--- config.mk ---
export PLATFORM = sky130hd
export DESIGN_NAME = decode_ctrl_stage
export DESIGN_NICKNAME = d
export VERILOG_FILES = /design/src/rtl/core_pkg.sv /design/src/rtl/decode_ctrl_lut.sv /design/src/rtl/decode_ctrl_stage.sv
export SDC_FILE = /design/constraint.sdc
export NUM_CORES = 1
export LEC_CHECK = 0
export BUFFER_PORTS_ARGS = -buffer_cell sky130_fd_sc_hd__buf_2
export CAP_MARGIN = 20
export CORE_MARGIN = 3
export CORE_UTILIZATION = 39
export CTS_CLUSTER_SIZE = 25
export DETAILED_ROUTE_END_ITERATION = 6
export PLACE_DENSITY = 0.67
export REMOVE_ABC_BUFFERS = 1
export SLEW_MARGIN = 40
export SYNTH_ARGS = -nofsm -noshare
export SYNTH_HDL_FRONTEND = slang
export SYNTH_HIERARCHICAL = 1
export SYNTH_SLANG_ARGS = --single-unit
--- constraint.sdc ---
create_clock -name clk -period 4.1 [get_ports clk]
set_input_delay 0.41 -clock clk [delete_from_list [all_inputs] [get_ports clk]]
set_output_delay 0.41 -clock clk [all_outputs]
set_load 0.005 [all_outputs]
--- src/rtl/core_pkg.sv ---
// Shared decode definitions: opcodes, ALU-op and writeback encodings, and the
// control bundle that travels from decode into execute.
package core_pkg;

  // Base opcodes recognised by the decoder (instr[6:0]).
  typedef enum logic [6:0] {
    OP_R      = 7'b0110011,
    OP_I      = 7'b0010011,
    OP_LOAD   = 7'b0000011,
    OP_STORE  = 7'b0100011,
    OP_BRANCH = 7'b1100011,
    OP_JAL    = 7'b1101111,
    OP_JALR   = 7'b1100111,
    OP_LUI    = 7'b0110111,
    OP_AUIPC  = 7'b0010111,
    MISC_MEM  = 7'b0001111,
    SYSTEM    = 7'b1110011
  } inst_type;

  // ALU operation classes handed to the ALU control.
  localparam logic [1:0] ALU_LDST = 2'b00;
  localparam logic [1:0] ALU_I    = 2'b01;
  localparam logic [1:0] ALU_B    = 2'b10;
  localparam logic [1:0] ALU_R    = 2'b11;

  // Writeback source select.
  typedef enum logic [1:0] {
    WB_ALU = 2'd0,
    WB_MEM = 2'd1,
    WB_CSR = 2'd2
  } wb_sel_e;

  // funct7 values accepted on R-type opcodes.
  localparam logic [6:0] F7_BASE   = 7'b0000000;
  localparam logic [6:0] F7_ALT    = 7'b0100000;
  localparam logic [6:0] F7_MULDIV = 7'b0000001;

  // Decode stage handshake states.
  typedef enum logic [1:0] {
    ST_IDLE  = 2'd0,
    ST_VALID = 2'd1,
    ST_BUSY  = 2'd2
  } stage_state_e;

  // Full control bundle, MSB first.
  typedef struct packed {
    logic       reg_write;
    logic       mem_write;
    wb_sel_e    wb_sel;
    logic       branch;
    logic       alu_src;
    logic       jump;
    logic [1:0] alu_op;
    logic       lui;
    logic       auipc;
    logic       jal;
    logic       r_type;
    logic       csr_type;
    logic       muldiv;
    logic       fence;
    logic       illegal;
  } ctrl_bundle_t;

endpackage

--- src/rtl/decode_ctrl_lut.sv ---
// Purely combinational instruction -> control bundle lookup, including
// illegal-instruction detection and optional RV32M / FENCE support.
module decode_ctrl_lut
  import core_pkg::*;
#(
  parameter bit EN_M_EXT = 1'b1,
  parameter bit EN_FENCE = 1'b1
) (
  input  logic [31:0]  instr,
  output ctrl_bundle_t ctrl
);

  logic [6:0]   opcode;
  logic [6:0]   funct7;
  logic         bad;
  ctrl_bundle_t raw;
  logic         unused_fields;

  assign opcode        = instr[6:0];
  assign funct7        = instr[31:25];
  // Register and immediate fields do not affect control decode.
  assign unused_fields = ^instr[24:7];

  // Opcode table, then legality check that strips side-effecting controls.
  always_comb begin
    raw = '0;
    bad = 1'b0;
    case (opcode)
      OP_R: begin
        raw.reg_write = 1'b1;
        raw.alu_op    = ALU_R;
        raw.r_type    = 1'b1;
        if (funct7 == F7_MULDIV) begin
          raw.muldiv = EN_M_EXT;
          bad        = !EN_M_EXT;
        end else if (funct7 != F7_BASE && funct7 != F7_ALT) begin
          bad = 1'b1;
        end
      end
      OP_I: begin
        raw.reg_write = 1'b1;
        raw.alu_src   = 1'b1;
        raw.alu_op    = ALU_I;
      end
      OP_LOAD: begin
        raw.reg_write = 1'b1;
        raw.alu_src   = 1'b1;
        raw.wb_sel    = WB_MEM;
      end
      OP_STORE: begin
        raw.mem_write = 1'b1;
        raw.alu_src   = 1'b1;
      end
      OP_BRANCH: begin
        raw.branch = 1'b1;
        raw.alu_op = ALU_B;
      end
      OP_JAL: begin
        raw.reg_write = 1'b1;
        raw.jump      = 1'b1;
        raw.jal       = 1'b1;
      end
      OP_JALR: begin
        raw.reg_write = 1'b1;
        raw.jump      = 1'b1;
        raw.alu_src   = 1'b1;
      end
      OP_LUI: begin
        raw.reg_write = 1'b1;
        raw.alu_src   = 1'b1;
        raw.lui       = 1'b1;
      end
      OP_AUIPC: begin
        raw.reg_write = 1'b1;
        raw.alu_src   = 1'b1;
        raw.auipc     = 1'b1;
      end
      SYSTEM: begin
        raw.reg_write = 1'b1;
        raw.csr_type  = 1'b1;
        raw.wb_sel    = WB_CSR;
      end
      MISC_MEM: begin
        raw.fence = 1'b1;
        bad       = !EN_FENCE;
      end
      default: bad = 1'b1;
    endcase
    // Compressed / non-32-bit encodings are never legal here.
    if (opcode[1:0] != 2'b11) bad = 1'b1;

    ctrl = raw;
    if (bad) begin
      ctrl.illegal   = 1'b1;
      ctrl.reg_write = 1'b0;
      ctrl.mem_write = 1'b0;
      ctrl.branch    = 1'b0;
      ctrl.jump      = 1'b0;
    end
  end

endmodule

--- src/rtl/decode_ctrl_stage.sv ---
// Registered decode stage with valid/ready handshake on both sides and an
// input stall while a mul/div occupies execute.
module decode_ctrl_stage
  import core_pkg::*;
#(
  parameter bit EN_M_EXT   = 1'b1,
  parameter int MULDIV_LAT = 4,
  parameter bit EN_FENCE   = 1'b1
) (
  input  logic        clk,
  input  logic        reset,
  input  logic        in_valid,
  output logic        in_ready,
  input  logic [31:0] instr,
  input  logic        flush,
  output logic        out_valid,
  input  logic        out_ready,
  output logic        reg_write,
  output logic        mem_write,
  output logic [1:0]  mem_csr_to_reg,
  output logic        branch,
  output logic        alu_src,
  output logic        jump,
  output logic [1:0]  alu_op,
  output logic        lui,
  output logic        auipc,
  output logic        jal,
  output logic        r_type,
  output logic        csr_type,
  output logic        muldiv,
  output logic        fence,
  output logic        illegal
);

  // A latency of 1 means mul/div never stalls the front end.
  localparam bit         HAS_STALL  = (MULDIV_LAT > 1);
  localparam logic [4:0] STALL_INIT = 5'(MULDIV_LAT - 1);

  stage_state_e state_reg, state_next;
  logic [4:0]   stall_cnt_reg, stall_cnt_next;
  ctrl_bundle_t bundle_reg, bundle_next;
  ctrl_bundle_t decoded;
  logic         in_accept;

  decode_ctrl_lut #(
    .EN_M_EXT(EN_M_EXT),
    .EN_FENCE(EN_FENCE)
  ) u_lut (
    .instr(instr),
    .ctrl (decoded)
  );

  assign out_valid = (state_reg == ST_VALID);
  // A departing mul/div heads straight into BUSY, so nothing may enter behind it.
  assign in_ready  = (state_reg != ST_BUSY) && (!out_valid || out_ready) &&
                     !(state_reg == ST_VALID && bundle_reg.muldiv && HAS_STALL);
  assign in_accept = in_valid && in_ready;

  // Next-state, stall counter and bundle load; flush beats the handshake.
  always_comb begin
    state_next     = state_reg;
    stall_cnt_next = stall_cnt_reg;
    bundle_next    = bundle_reg;
    if (flush) begin
      state_next     = ST_IDLE;
      stall_cnt_next = 5'd0;
      bundle_next    = '0;
    end else begin
      case (state_reg)
        ST_IDLE: begin
          if (in_accept) begin
            state_next  = ST_VALID;
            bundle_next = decoded;
          end
        end
        ST_VALID: begin
          if (out_ready) begin
            if (bundle_reg.muldiv && HAS_STALL) begin
              state_next     = ST_BUSY;
              stall_cnt_next = STALL_INIT;
            end else if (in_accept) begin
              bundle_next = decoded;
            end else begin
              state_next = ST_IDLE;
            end
          end
        end
        ST_BUSY: begin
          if (stall_cnt_reg <= 5'd1) begin
            state_next     = ST_IDLE;
            stall_cnt_next = 5'd0;
          end else begin
            stall_cnt_next = stall_cnt_reg - 5'd1;
          end
        end
        default: state_next = ST_IDLE;
      endcase
    end
  end

  // State, counter and bundle registers with synchronous reset.
  always_ff @(posedge clk) begin
    if (reset) begin
      state_reg     <= ST_IDLE;
      stall_cnt_reg <= 5'd0;
      bundle_reg    <= '0;
    end else begin
      state_reg     <= state_next;
      stall_cnt_reg <= stall_cnt_next;
      bundle_reg    <= bundle_next;
    end
  end

  assign reg_write      = bundle_reg.reg_write;
  assign mem_write      = bundle_reg.mem_write;
  assign mem_csr_to_reg = bundle_reg.wb_sel;
  assign branch         = bundle_reg.branch;
  assign alu_src        = bundle_reg.alu_src;
  assign jump           = bundle_reg.jump;
  assign alu_op         = bundle_reg.alu_op;
  assign lui            = bundle_reg.lui;
  assign auipc          = bundle_reg.auipc;
  assign jal            = bundle_reg.jal;
  assign r_type         = bundle_reg.r_type;
  assign csr_type       = bundle_reg.csr_type;
  assign muldiv         = bundle_reg.muldiv;
  assign fence          = bundle_reg.fence;
  assign illegal        = bundle_reg.illegal;

endmodule

==> out/qor.csv <==
stage,metric,value,unit
yosys,area of the mapped netlist,1398,um2
yosys,cell taking the most area after synthesis,dfxtp_1,
finish,max reg flops,5,
sta,Final WS setup,2363,ps
critical_path,RR Startpoint,stall_cnt_reg[1]$_SDFFE_PP0P_,
cts,"Reg clk slew, reported paths",130,ps
floorplanning,die width,65.86,um
yosys,Ys Warns,6,
yosys,"Async S/R FF share, synth",0,%
placement,gpl congestion,0.8245,
finish,diode count,0,
detailed_routing,final wirelength,2770,um
yosys,cells after synthesis,164,
critical_path,"Critical Path, Cell by Cell",nand2b_1 > nand2_1 > nor2_1 > nor2_1 > buf_2,
cts,CTS-repair resized insts,0,
global_routing,Global Route met3 Usage,3.741,%
global_routing,global route hottest layer,met2,
detailed_routing,wire length per cell,11.49,um
finish,fill cell count,346,
sta,crit share post-route,42.37,%
outcome,status,"complete, no violations",
cts,CTS buffer count,3,
global_routing,vias in the first global route,1131,
finish,multi-input logic area,815.8,um2
power,PD cells,284.5,nW/um2
critical_path,Critical Path Fanout Max,6,
global_routing,antenna violations before repair,0,
floorplanning,die area,4338,um2
finish,Sequential Area,480.5,um2
global_routing,GRT overflow,0,
detailed_routing,Pre-antenna DRT Iters,4,
detailed_routing,Initial DRC Count,97,
critical_path,CP dominant cell by count,nor2_1,
yosys,Seq cells post-synth,24,
cts,htree depth,1,
yosys,Yosys cell types,44,
sta,Final TNS setup,0,ps
power,maximum vdd drop,162.5,uV
floorplanning,Initial Util,41.23,%
run,Max Cap Viol,0,
critical_path,crit path from,muldiv$_SDFFE_PP0P_,
sta,Final setup viols,0,
min_path,hold_sp,reset,
yosys,Syn Area/Cell,8.522,um2
yosys,top_reg_cell synth,dfxtp_1,
critical_path,critical path's largest stage delay,460,ps
cts,Clk Tree Root Cell,clkbuf_4,
placement,port bufs,37,
sta,unrepaired setup endpoints after global routing,false,
global_routing,GR met2 Demand/Resource,23.40,%
yosys,synth top area cells,"dfxtp_1 (34%), mux2i_1 (11%), nor2_1 (7.8%)",
cts,Sink Count,24,
placement,Post-DP Area,1565,um2
critical_path,Reg2Reg Setup Slack,2450,ps
cts,clk buf depth,2,
critical_path,Critical Path Sink Type,output port,
finish,Nets,235,
floorplanning,Die Height,65.86,um
sta,relative slew slack,54.93,%
finish,Final Cell Area,1618,um2
cts,Hold Buf Count CTS,0,
sta,Fin. Hold Viols,0,
finish,"most common cell after layout, fill and taps aside",buf_2,
yosys,sequential area share after synthesis,34.38,%
sta,post-layout min period,1737,ps
cts,Setup Buffers After CTS,0,
critical_path,crit path kind,reg -> out,
finish,share of layout cells above drive strength 1,27.69,%
critical_path,Setup crit start kind,flop,
detailed_routing,DRT antenna net count,0,
power,total power,0.4602,mW
global_routing,met1 GRT Util,18.92,%
critical_path,R2R depth,6,
critical_path,R2R Path End,stall_cnt_reg[4]$_SDFFE_PP0P_,
yosys,Synth top area share,34.38,%
yosys,number of flops mapped to enable cells by yosys,0,
sta,Peak Freq,575.6,MHz
cts,worst skew pair latency,320,ps
global_routing,first-pass GRT wire length,4919,um
min_path,min-delay worst type,in -> reg,
finish,"commonest non-fill, non-tap cells in the layout","buf_2 (37), nor2_1 (29), dfxtp_1 (24)",
placement,pre-CTS WS,2431,ps
detailed_routing,routed vias/inst,5.145,
min_path,Hold EP,stall_cnt_reg[0]$_SDFFE_PP0P_,
sta,Worst-Margin Slew,674.6,ps
critical_path,worst endpoint required time,3690,ps
detailed_routing,via count,1240,
critical_path,CP arrival,1330,ps
cts,TritonCTS clock tree,done,
finish,Area growth syn-to-layout,15.76,%
critical_path,slowest library cell on the worst path,dfxtp_1,
global_routing,GRT Total Usage,14.14,%
floorplanning,core box area,3390,um2
floorplanning,row count,21,
power,static leakage,0.7054,nW
floorplanning,IO Pins,56,
detailed_routing,DRC,0,
sta,Final Max Slew Viols,0,
placement,detailed placement HPWL,2050,um
sta,Fin Clk Skew,8.507,ps
min_path,hold-critical path depth,3,
global_routing,largest net degree at the start of global routing,23,
[layer usage]
metal / part of all wire (%) / vias up
met5: 0 / -
met4: 0.47 / 0
met3: 6.1 / 2
met2: 46 / 30
met1: 47 / 568
li1: - / 640
[power breakdown]
part / internal, mW / switching (mW)
logic: 0.0214 / 0.0315
registers: 0.234 / 0.00165
clock network: 0.0988 / 0.0723
[worst max path at each step]
stage	endpoint	slack, ps	cells after the start
final	in_ready	2360	5
after global routing	in_ready	2260	5
after CTS	in_ready	2350	5
after detailed placement	jal$_SDFFE_PP0P_	2430	5
after global placement	mem_csr_to_reg[1]$_SDFFE_PP0P_	2420	5
after floorplan	stall_cnt_reg[4]$_SDFFE_PP0P_	2550	6
[layout make-up]
cell class,instances,share of cell area (%)
tap,46,3.558
inverter,5,1.160
clock buffer,3,1.392
timing repair buffer,38,11.91
multi-input combinational,124,50.43
sequential,24,29.70
clock inverter,1,1.856
[synthesized netlist by cell type, types with 2 or more instances]
master,count
nand2_1,14
o211a_1,2
o21ai_0,5
a21o_1,2
nand4_1,2
nor2_1,29
a31oi_1,3
nand2b_1,3
buf_4,2
nand2b_4,2
buf_2,3
a21oi_1,6
a211oi_1,2
inv_1,4
nor3_2,4
clkbuf_1,2
buf_6,4
nor3_1,5
mux2i_1,16
ha_1,2
nor2b_1,2
nand3_1,5
dfxtp_1,24
[worst max-delay path, delay by kind of cell, from the launching register on]
| family | cells | cell delay (ps) |
|---|---|---|
| DFF | 1 | 460 |
| and+or+nand+nor | 4 | 430 |
| buffers and inverters | 1 | 130 |
[stage by stage]
step                      std cells  utilization, %  hold WS, ps
final                           241           47.73        352.0
after global routing            241           47.73        357.5
after CTS                       241           47.73        335.3
after detailed placement        237           46.18        474.2
after global placement          237           46.18        469.9
after floorplan                 153               -        477.5
[kinds of logic (layout without fill, tap and decap cells)]
kind of cell | after synthesis | after routing | synth area share [%]
AOI/OAI and AO/OA | 28 | 28 | 13.79
xor gates and xnor gates | 1 | 1 | 0.6268
adders and majority gates | 2 | 2 | 1.790
buffers and inverters | 16 | 47 | 7.250
DFF | 24 | 24 | 34.38
muxes | 16 | 16 | 11.46
and+or+nand+nor | 77 | 77 | 30.71
(Power assumes the default switching activity.)
